--- config.mk ---
export PLATFORM = sky130hd
export DESIGN_NAME = data_mem_access_unit
export DESIGN_NICKNAME = d
export VERILOG_FILES = /design/src/rtl/mem_access_pkg.sv /design/src/rtl/data_mem_access_unit_store_buffer.sv /design/src/rtl/data_mem_access_unit.sv
export SDC_FILE = /design/constraint.sdc
export NUM_CORES = 1
export LEC_CHECK = 0
export ABC_AREA = 1
export BUFFER_PORTS_ARGS = -buffer_cell sky130_fd_sc_hd__buf_2
export CAP_MARGIN = 20
export CORE_MARGIN = 2
export CORE_UTILIZATION = 50
export CTS_CLUSTER_DIAMETER = 30
export CTS_CLUSTER_SIZE = 8
export DETAILED_ROUTE_END_ITERATION = 8
export PLACE_DENSITY = 0.75
export REMOVE_ABC_BUFFERS = 1
export SKIP_LAST_GASP = 1
export SYNTH_ARGS = -nofsm -noshare
export SYNTH_HDL_FRONTEND = slang
export SYNTH_SLANG_ARGS = --single-unit
--- constraint.sdc ---
create_clock -name CLK -period 7.5 [get_ports CLK]
set_clock_uncertainty 0.05 [all_clocks]
set_input_delay 0.75 -clock CLK [delete_from_list [all_inputs] [get_ports CLK]]
set_output_delay 0.75 -clock CLK [all_outputs]
set_load 0.05 [all_outputs]
--- src/rtl/mem_access_pkg.sv ---
`default_nettype none
// ---------------------------------------------------------------------------
// mem_access_pkg : shared types and encodings for the data-memory access unit
// Revision 1.0
// ---------------------------------------------------------------------------
package mem_access_pkg;

   localparam logic [2:0] TYPE_B  = 3'b000;
   localparam logic [2:0] TYPE_H  = 3'b001;
   localparam logic [2:0] TYPE_W  = 3'b010;
   localparam logic [2:0] TYPE_BU = 3'b100;
   localparam logic [2:0] TYPE_HU = 3'b101;

   localparam logic [2:0] SZ_B = 3'd1;
   localparam logic [2:0] SZ_H = 3'd2;
   localparam logic [2:0] SZ_W = 3'd4;

   localparam int ENTRY_AW = 32;
   localparam int ENTRY_DW = 32;

   typedef enum logic [1:0] {
      IDLE = 2'd0,
      RD   = 2'd1,
      RSP  = 2'd2
   } state_t;

   typedef struct packed {
      logic [ENTRY_AW-1:0] addr;
      logic [ENTRY_DW-1:0] wdata;
      logic [2:0]          size;
   } store_entry_t;

   function automatic logic [2:0] type_size(input logic [2:0] t);
      case (t[1:0])
         2'b00:   return SZ_B;
         2'b01:   return SZ_H;
         default: return SZ_W;
      endcase
   endfunction

endpackage
`default_nettype wire

--- src/rtl/data_mem_access_unit_store_buffer.sv ---
`default_nettype none
// ---------------------------------------------------------------------------
// store_buffer : in-order FIFO of posted stores, head visible combinationally
// Revision 1.0
// ---------------------------------------------------------------------------
module store_buffer #(
   parameter int DEPTH = 2,
   parameter int WIDTH = 67
) (
   input  logic             CLK,
   input  logic             Reset,
   input  logic             i_push,
   input  logic [WIDTH-1:0] i_din,
   input  logic             i_pop,
   output logic             o_full,
   output logic             o_empty,
   output logic [WIDTH-1:0] o_head
);

   localparam int PW = $clog2(DEPTH);

   logic [WIDTH-1:0] r_mem [DEPTH];
   logic [PW-1:0]    r_wr_ptr;
   logic [PW-1:0]    r_rd_ptr;
   logic [PW:0]      r_count;
   logic             w_push;
   logic             w_pop;

   assign w_push  = i_push && !o_full;
   assign w_pop   = i_pop && !o_empty;
   assign o_full  = (r_count == (PW+1)'(DEPTH));
   assign o_empty = (r_count == '0);
   assign o_head  = r_mem[r_rd_ptr];

   always_ff @(posedge CLK or negedge Reset) begin
      if (!Reset) begin
         r_wr_ptr <= '0;
         r_rd_ptr <= '0;
         r_count  <= '0;
      end else begin
         if (w_push) r_wr_ptr <= r_wr_ptr + 1'b1;
         if (w_pop)  r_rd_ptr <= r_rd_ptr + 1'b1;
         case ({w_push, w_pop})
            2'b10:   r_count <= r_count + 1'b1;
            2'b01:   r_count <= r_count - 1'b1;
            default: r_count <= r_count;
         endcase
      end
   end

   // Storage carries no reset; the occupancy count alone defines validity.
   always_ff @(posedge CLK) begin
      if (w_push) r_mem[r_wr_ptr] <= i_din;
   end

endmodule
`default_nettype wire

--- src/rtl/data_mem_access_unit.sv ---
`default_nettype none
// ---------------------------------------------------------------------------
// data_mem_access_unit : load/store front end with posted store buffer
// Revision 1.0
// ---------------------------------------------------------------------------
module data_mem_access_unit
   import mem_access_pkg::*;
#(
   parameter int DEPTH = 2,
   parameter int AW    = 32,
   parameter int DW    = 32
) (
   input  logic          CLK,
   input  logic          Reset,
   input  logic          req_valid,
   output logic          req_ready,
   input  logic          req_we,
   input  logic [2:0]    req_type,
   input  logic [AW-1:0] req_addr,
   input  logic [DW-1:0] req_wdata,
   output logic          rsp_valid,
   output logic [DW-1:0] rsp_rdata,
   output logic          rsp_err,
   output logic [AW-1:0] mem_addr,
   output logic [DW-1:0] mem_wdata,
   output logic [2:0]    mem_type,
   output logic          mem_rd_en,
   output logic          mem_wr_en,
   input  logic [DW-1:0] mem_rdata,
   input  logic          mem_stall
);

   state_t        r_state;
   state_t        w_next;
   logic [AW-1:0] r_addr;
   logic [2:0]    r_type;
   logic [DW-1:0] r_rdata;
   logic          r_err;

   logic          w_illegal;
   logic          w_misaligned;
   logic          w_err;
   logic          w_ready;
   logic          w_accept;
   logic          w_push;
   logic          w_pop;
   logic          w_full;
   logic          w_empty;
   logic          w_drain;
   store_entry_t  w_din;
   store_entry_t  w_head;

   function automatic logic [DW-1:0] extend(input logic [DW-1:0] d, input logic [2:0] t);
      case (t)
         TYPE_B:  return {{(DW-8){d[7]}}, d[7:0]};
         TYPE_H:  return {{(DW-16){d[15]}}, d[15:0]};
         TYPE_BU: return {{(DW-8){1'b0}}, d[7:0]};
         TYPE_HU: return {{(DW-16){1'b0}}, d[15:0]};
         default: return d;
      endcase
   endfunction

   always_comb begin
      w_illegal = 1'b0;
      case (req_type)
         TYPE_B, TYPE_H, TYPE_W: w_illegal = 1'b0;
         TYPE_BU, TYPE_HU:       w_illegal = req_we;
         default:                w_illegal = 1'b1;
      endcase
   end

   assign w_misaligned = ((req_type == TYPE_H || req_type == TYPE_HU) && req_addr[0]) ||
                         ((req_type == TYPE_W) && (req_addr[1:0] != 2'b00));
   assign w_err = w_illegal || w_misaligned;

   // Loads wait for an empty buffer so they always see every earlier store.
   always_comb begin
      w_ready = 1'b0;
      if (r_state == IDLE) begin
         if (w_err)       w_ready = 1'b1;
         else if (req_we) w_ready = !w_full;
         else             w_ready = w_empty;
      end
   end

   assign req_ready = w_ready && Reset;
   assign w_accept  = req_valid && req_ready;
   assign w_push    = w_accept && req_we && !w_err;
   assign w_drain   = (r_state != RD) && !w_empty;
   assign w_pop     = w_drain && !mem_stall;

   always_comb begin
      w_din       = '0;
      w_din.addr  = ENTRY_AW'(req_addr);
      w_din.wdata = ENTRY_DW'(req_wdata);
      w_din.size  = type_size(req_type);
   end

   store_buffer #(
      .DEPTH (DEPTH),
      .WIDTH ($bits(store_entry_t))
   ) u_store_buffer (
      .CLK     (CLK),
      .Reset   (Reset),
      .i_push  (w_push),
      .i_din   (w_din),
      .i_pop   (w_pop),
      .o_full  (w_full),
      .o_empty (w_empty),
      .o_head  (w_head)
   );

   always_ff @(posedge CLK or negedge Reset) begin
      if (!Reset) r_state <= IDLE;
      else        r_state <= w_next;
   end

   always_comb begin
      w_next = r_state;
      case (r_state)
         IDLE: if (w_accept) w_next = (w_err || req_we) ? RSP : RD;
         RD:   if (!mem_stall) w_next = RSP;
         RSP:  w_next = IDLE;
         default: w_next = IDLE;
      endcase
   end

   always_ff @(posedge CLK or negedge Reset) begin
      if (!Reset) begin
         r_addr  <= '0;
         r_type  <= '0;
         r_rdata <= '0;
         r_err   <= 1'b0;
      end else if (r_state == IDLE && w_accept) begin
         r_addr  <= req_addr;
         r_type  <= req_type;
         r_rdata <= '0;
         r_err   <= w_err;
      end else if (r_state == RD && !mem_stall) begin
         r_rdata <= extend(mem_rdata, r_type);
      end
   end

   // A read in flight owns the memory port; drain resumes once it is done.
   always_comb begin
      mem_rd_en = 1'b0;
      mem_wr_en = 1'b0;
      mem_addr  = '0;
      mem_wdata = '0;
      mem_type  = '0;
      if (r_state == RD) begin
         mem_rd_en = 1'b1;
         mem_addr  = r_addr;
         mem_type  = type_size(r_type);
      end else if (w_drain) begin
         mem_wr_en = 1'b1;
         mem_addr  = w_head.addr[AW-1:0];
         mem_wdata = w_head.wdata[DW-1:0];
         mem_type  = w_head.size;
      end
   end

   assign rsp_valid = (r_state == RSP);
   assign rsp_rdata = rsp_valid ? r_rdata : '0;
   assign rsp_err   = rsp_valid && r_err;

endmodule
`default_nettype wire

==> flow_metrics.tcl <==
set metrics [dict create \
    max_freq_mhz 291 \
    dp_hpwl_mm 12.0 \
    fp.dieH_um 137 \
    cts.repair.resized 0 \
    seq_area_frac_synth_pct 66.3 \
    synthSimpleGateAreaFrac_pct 15.1 \
    p_total_mw 5.04 \
    netlist_area_um2 8860 \
    grt_use_total_pct 21.5 \
    slew_violations 0 \
    path_buf_inv 3 \
    yosys.area.top_type "edfxtp_1" \
    crit_type "flop to output port" \
    synthAdderAreaFrac_pct 0.141 \
    multi_input_area_um2 2290 \
    postSynth.asyncResetShare_pct 35.6 \
    cts.path.max_buffers 3 \
    drc 0 \
    synth_top_family_by_area "simple AND/OR/NAND/NOR gates" \
    grt_pass1_wl_mm 31.4 \
    comb_power_share_pct 37.0 \
    wl_per_cell_um 15.0 \
    fill_cells 1361 \
    p_per_area_nw_per_um2 445 \
    yosys.area_share.xor_xnor_pct 0.297 \
    syn_inst 874 \
    synthFlopType "edfxtp_1" \
    cts_htree_levels 2 \
    cts_buffers 41 \
    cts_tree "yes" \
    grt_start_max_net_pins 72 \
    grt_pass1_vias 6582 \
    final-setup-viol-count 0 \
    root_buffer "clkbuf_16" \
    finalNonFillerCells 1341 \
    num_rows 48 \
    min_period_ns 3.43 \
    cp_cell_sequence "inv_2, buf_4, nor2_1, o31ai_1, buf_2" \
    synth_edf_count 134 \
    routed_wl_mm 20.1 \
    drt_iter0_drc 441 \
    core_um2 17300 \
    power_frac_seq_pct 29.0 \
    rsz0062_at_grt "no" \
    start_util_pct 51.2 \
    syn_area_per_cell_um2 10.1 \
    fin_crit_sh_pct 45.8 \
    grt_overflow_total 0 \
    yosys_warnings 0 \
    antenna_found_initial 3 \
    synthTopCellsByArea "edfxtp_1 45%, dfrtp_1 21%, nand2_1 8.3%" \
    num_io_pins 208 \
    design.die.area_um2 18800 \
    dr_total_vias 6683 \
    cp_data_required_time_ns 6.70 \
    antenna_left 0 \
    cp_data_arrival_time_ns 2.63 \
    clk_latency_ns 0.50 \
    areaGrowthSynthToFinish_pct 28.1 \
    final_util_pct 65.6 \
    path_clk_slew_ns 0.04 \
    internal_power_mw 2.96 \
    nets 1190 \
    cp_slowest_stage_delay_ns 0.57 \
    tightest_slew_ns 0.985 \
    start_kind "flop" \
    seq_area_um2 5880 \
    worstPathMaxFanout 47 \
    hp-class "primary input to flop" \
    routabilityCongestion 0.753 \
    ys_types 32 \
    cp_top_family "buffers and inverters" \
    synth.most_common_cell "nand2_1" \
    synth-seq-cells 208 \
    viasPerCell 4.98 \
    cap_viol_max_count 0 \
    ys_top_cells_by_count "195 x nand2_1, 134 x edfxtp_1, 129 x nor2_1" \
    power_frac_clock_pct 34.0 \
    p_leak_nw 5.17 \
    drive_gt1_share_pct 26.7 \
    cts.sinks 208 \
    power_switching_mw 2.08 \
    synth_mux_area_share_pct 0 \
    hold_viol 0 \
    synth_compound_area_share_pct 10.2 \
    placement.io_buffers 207 \
    dr.pass1.iters 5 \
    tns_ns 0 \
    swShare_pct 41.2 \
    synth_top_area_share_pct 45.4 \
    post_cts_buffers 0 \
    ir_worst_vdd_mv 0.362 \
    relSlewSlack_pct 34.2 \
    placed_cells 1266 \
    die_x_um 137 \
    status "complete, no violations" \
    cp_slowest_cell "buf_4" \
    end_kind "output port" \
]
==> registers in the layout, indices dropped and copies added, names as in the netlist <==
register / cells
u_store_buffer.r_count: 2
u_store_buffer.r_wr_ptr: 1
u_store_buffer.r_mem: 134
u_store_buffer.r_rd_ptr: 1
r_addr: 32
r_type: 3
r_state: 2
r_err: 1
r_rdata: 32
==> power by group through the flow <==
stage,sequential (mW),clock (mW),combinational (mW)
2_1_floorplan,1.49,0,1.37
3_3_place_gp,1.47,0,1.86
3_5_place_dp,1.48,0,1.87
4_1_cts,1.46,1.74,1.88
5_1_grt,1.48,1.79,2.00
6_report,1.46,1.71,1.87
==> through the flow <==
stage	hold slack, ns	cell area, um^2	setup slack, ns
floorplan	0.403	8610	2.81
detailed placement	0.423	10000	4.08
CTS	0.361	11300	4.00
global route	0.372	11300	3.86
global placement	0.416	10000	4.09
finish	0.383	11300	4.07
==> cell type report <==
class,count,area share (%)
sequential,208,51.8
multi-input combinational,498,20.2
clock buffer,63,10.5
timing repair buffer,216,9.77
inverter,120,3.97
tap,225,2.48
clock inverter,10,1.21
antenna,1,0.0221
==> metal layers <==
| layer | global-route usage, % | part of all wire [%] | up-vias |
|---|---|---|---|
| li1 | - | - | 3281 |
| met2 | 35.2 | 46 | 265 |
| met3 | 6.30 | 8.7 | 34 |
| met1 | 27.0 | 43 | 3101 |
| met4 | 8.30 | 1.9 | 2 |
| met5 | 0 | 0.040 | - |
==> what timing repair did <==
item,CTS,global route
endpoints found under the hold margin,3,0
endpoints found under the setup margin,0,0
hold buffers,1,0
==> worst reg2reg max path: cells and delay by family (launching register included) <==
family | cells | cell delay, ns
and+or+nand+nor | 5 | 1.30
buffers and inverters | 3 | 0.81
DFF | 1 | 0.38
==> cells by family after synthesis <==
kind of cell | count (synthesis)
adder cells (fa/ha/maj) | 1
flip-flops | 208
AND/OR/NAND/NOR | 343
AO/OA/AOI/OAI | 151
buffers and inverters | 168
XOR/XNOR | 3
==> layout by cell type, fill, tap and decap left out, types with 16 or more instances in the layout <==
cell type | Yosys | layout
buf_2 | 17 | 206
nand2_1 | 195 | 194
edfxtp_1 | 134 | 134
nor2_1 | 129 | 128
inv_1 | 109 | 107
dfrtp_1 | 74 | 73
o21ai_0 | 45 | 45
clkbuf_16 | 0 | 43
a21oi_1 | 35 | 35
o31ai_1 | 34 | 34
o21ai_1 | 25 | 25
clkbuf_1 | 18 | 16
==> worst paths after layout <==
path / start / to / slack [ns] / cells after the start
min in group asynchronous: Reset / r_rdata[1]$_DFFE_PN0P_ / 0.55 / 2
max in group asynchronous: Reset / u_store_buffer.r_rd_ptr$_DFFE_PN0P_ / 5.69 / 3
max: u_store_buffer.r_rd_ptr$_DFFE_PN0P_ / mem_addr[6] / 4.07 / 5
min: req_wdata[28] / u_store_buffer.r_mem[1][31]$_DFFE_PP_ / 0.38 / 1
max reg2reg: r_state[0]$_DFFE_PN0P_ / u_store_buffer.r_mem[1][47]$_DFFE_PP_ / 4.59 / 8
min reg2reg: r_addr[15]$_DFFE_PN0N_ / r_addr[15]$_DFFE_PN0N_ / 0.43 / 2
Power figures use the tool's default switching activity.
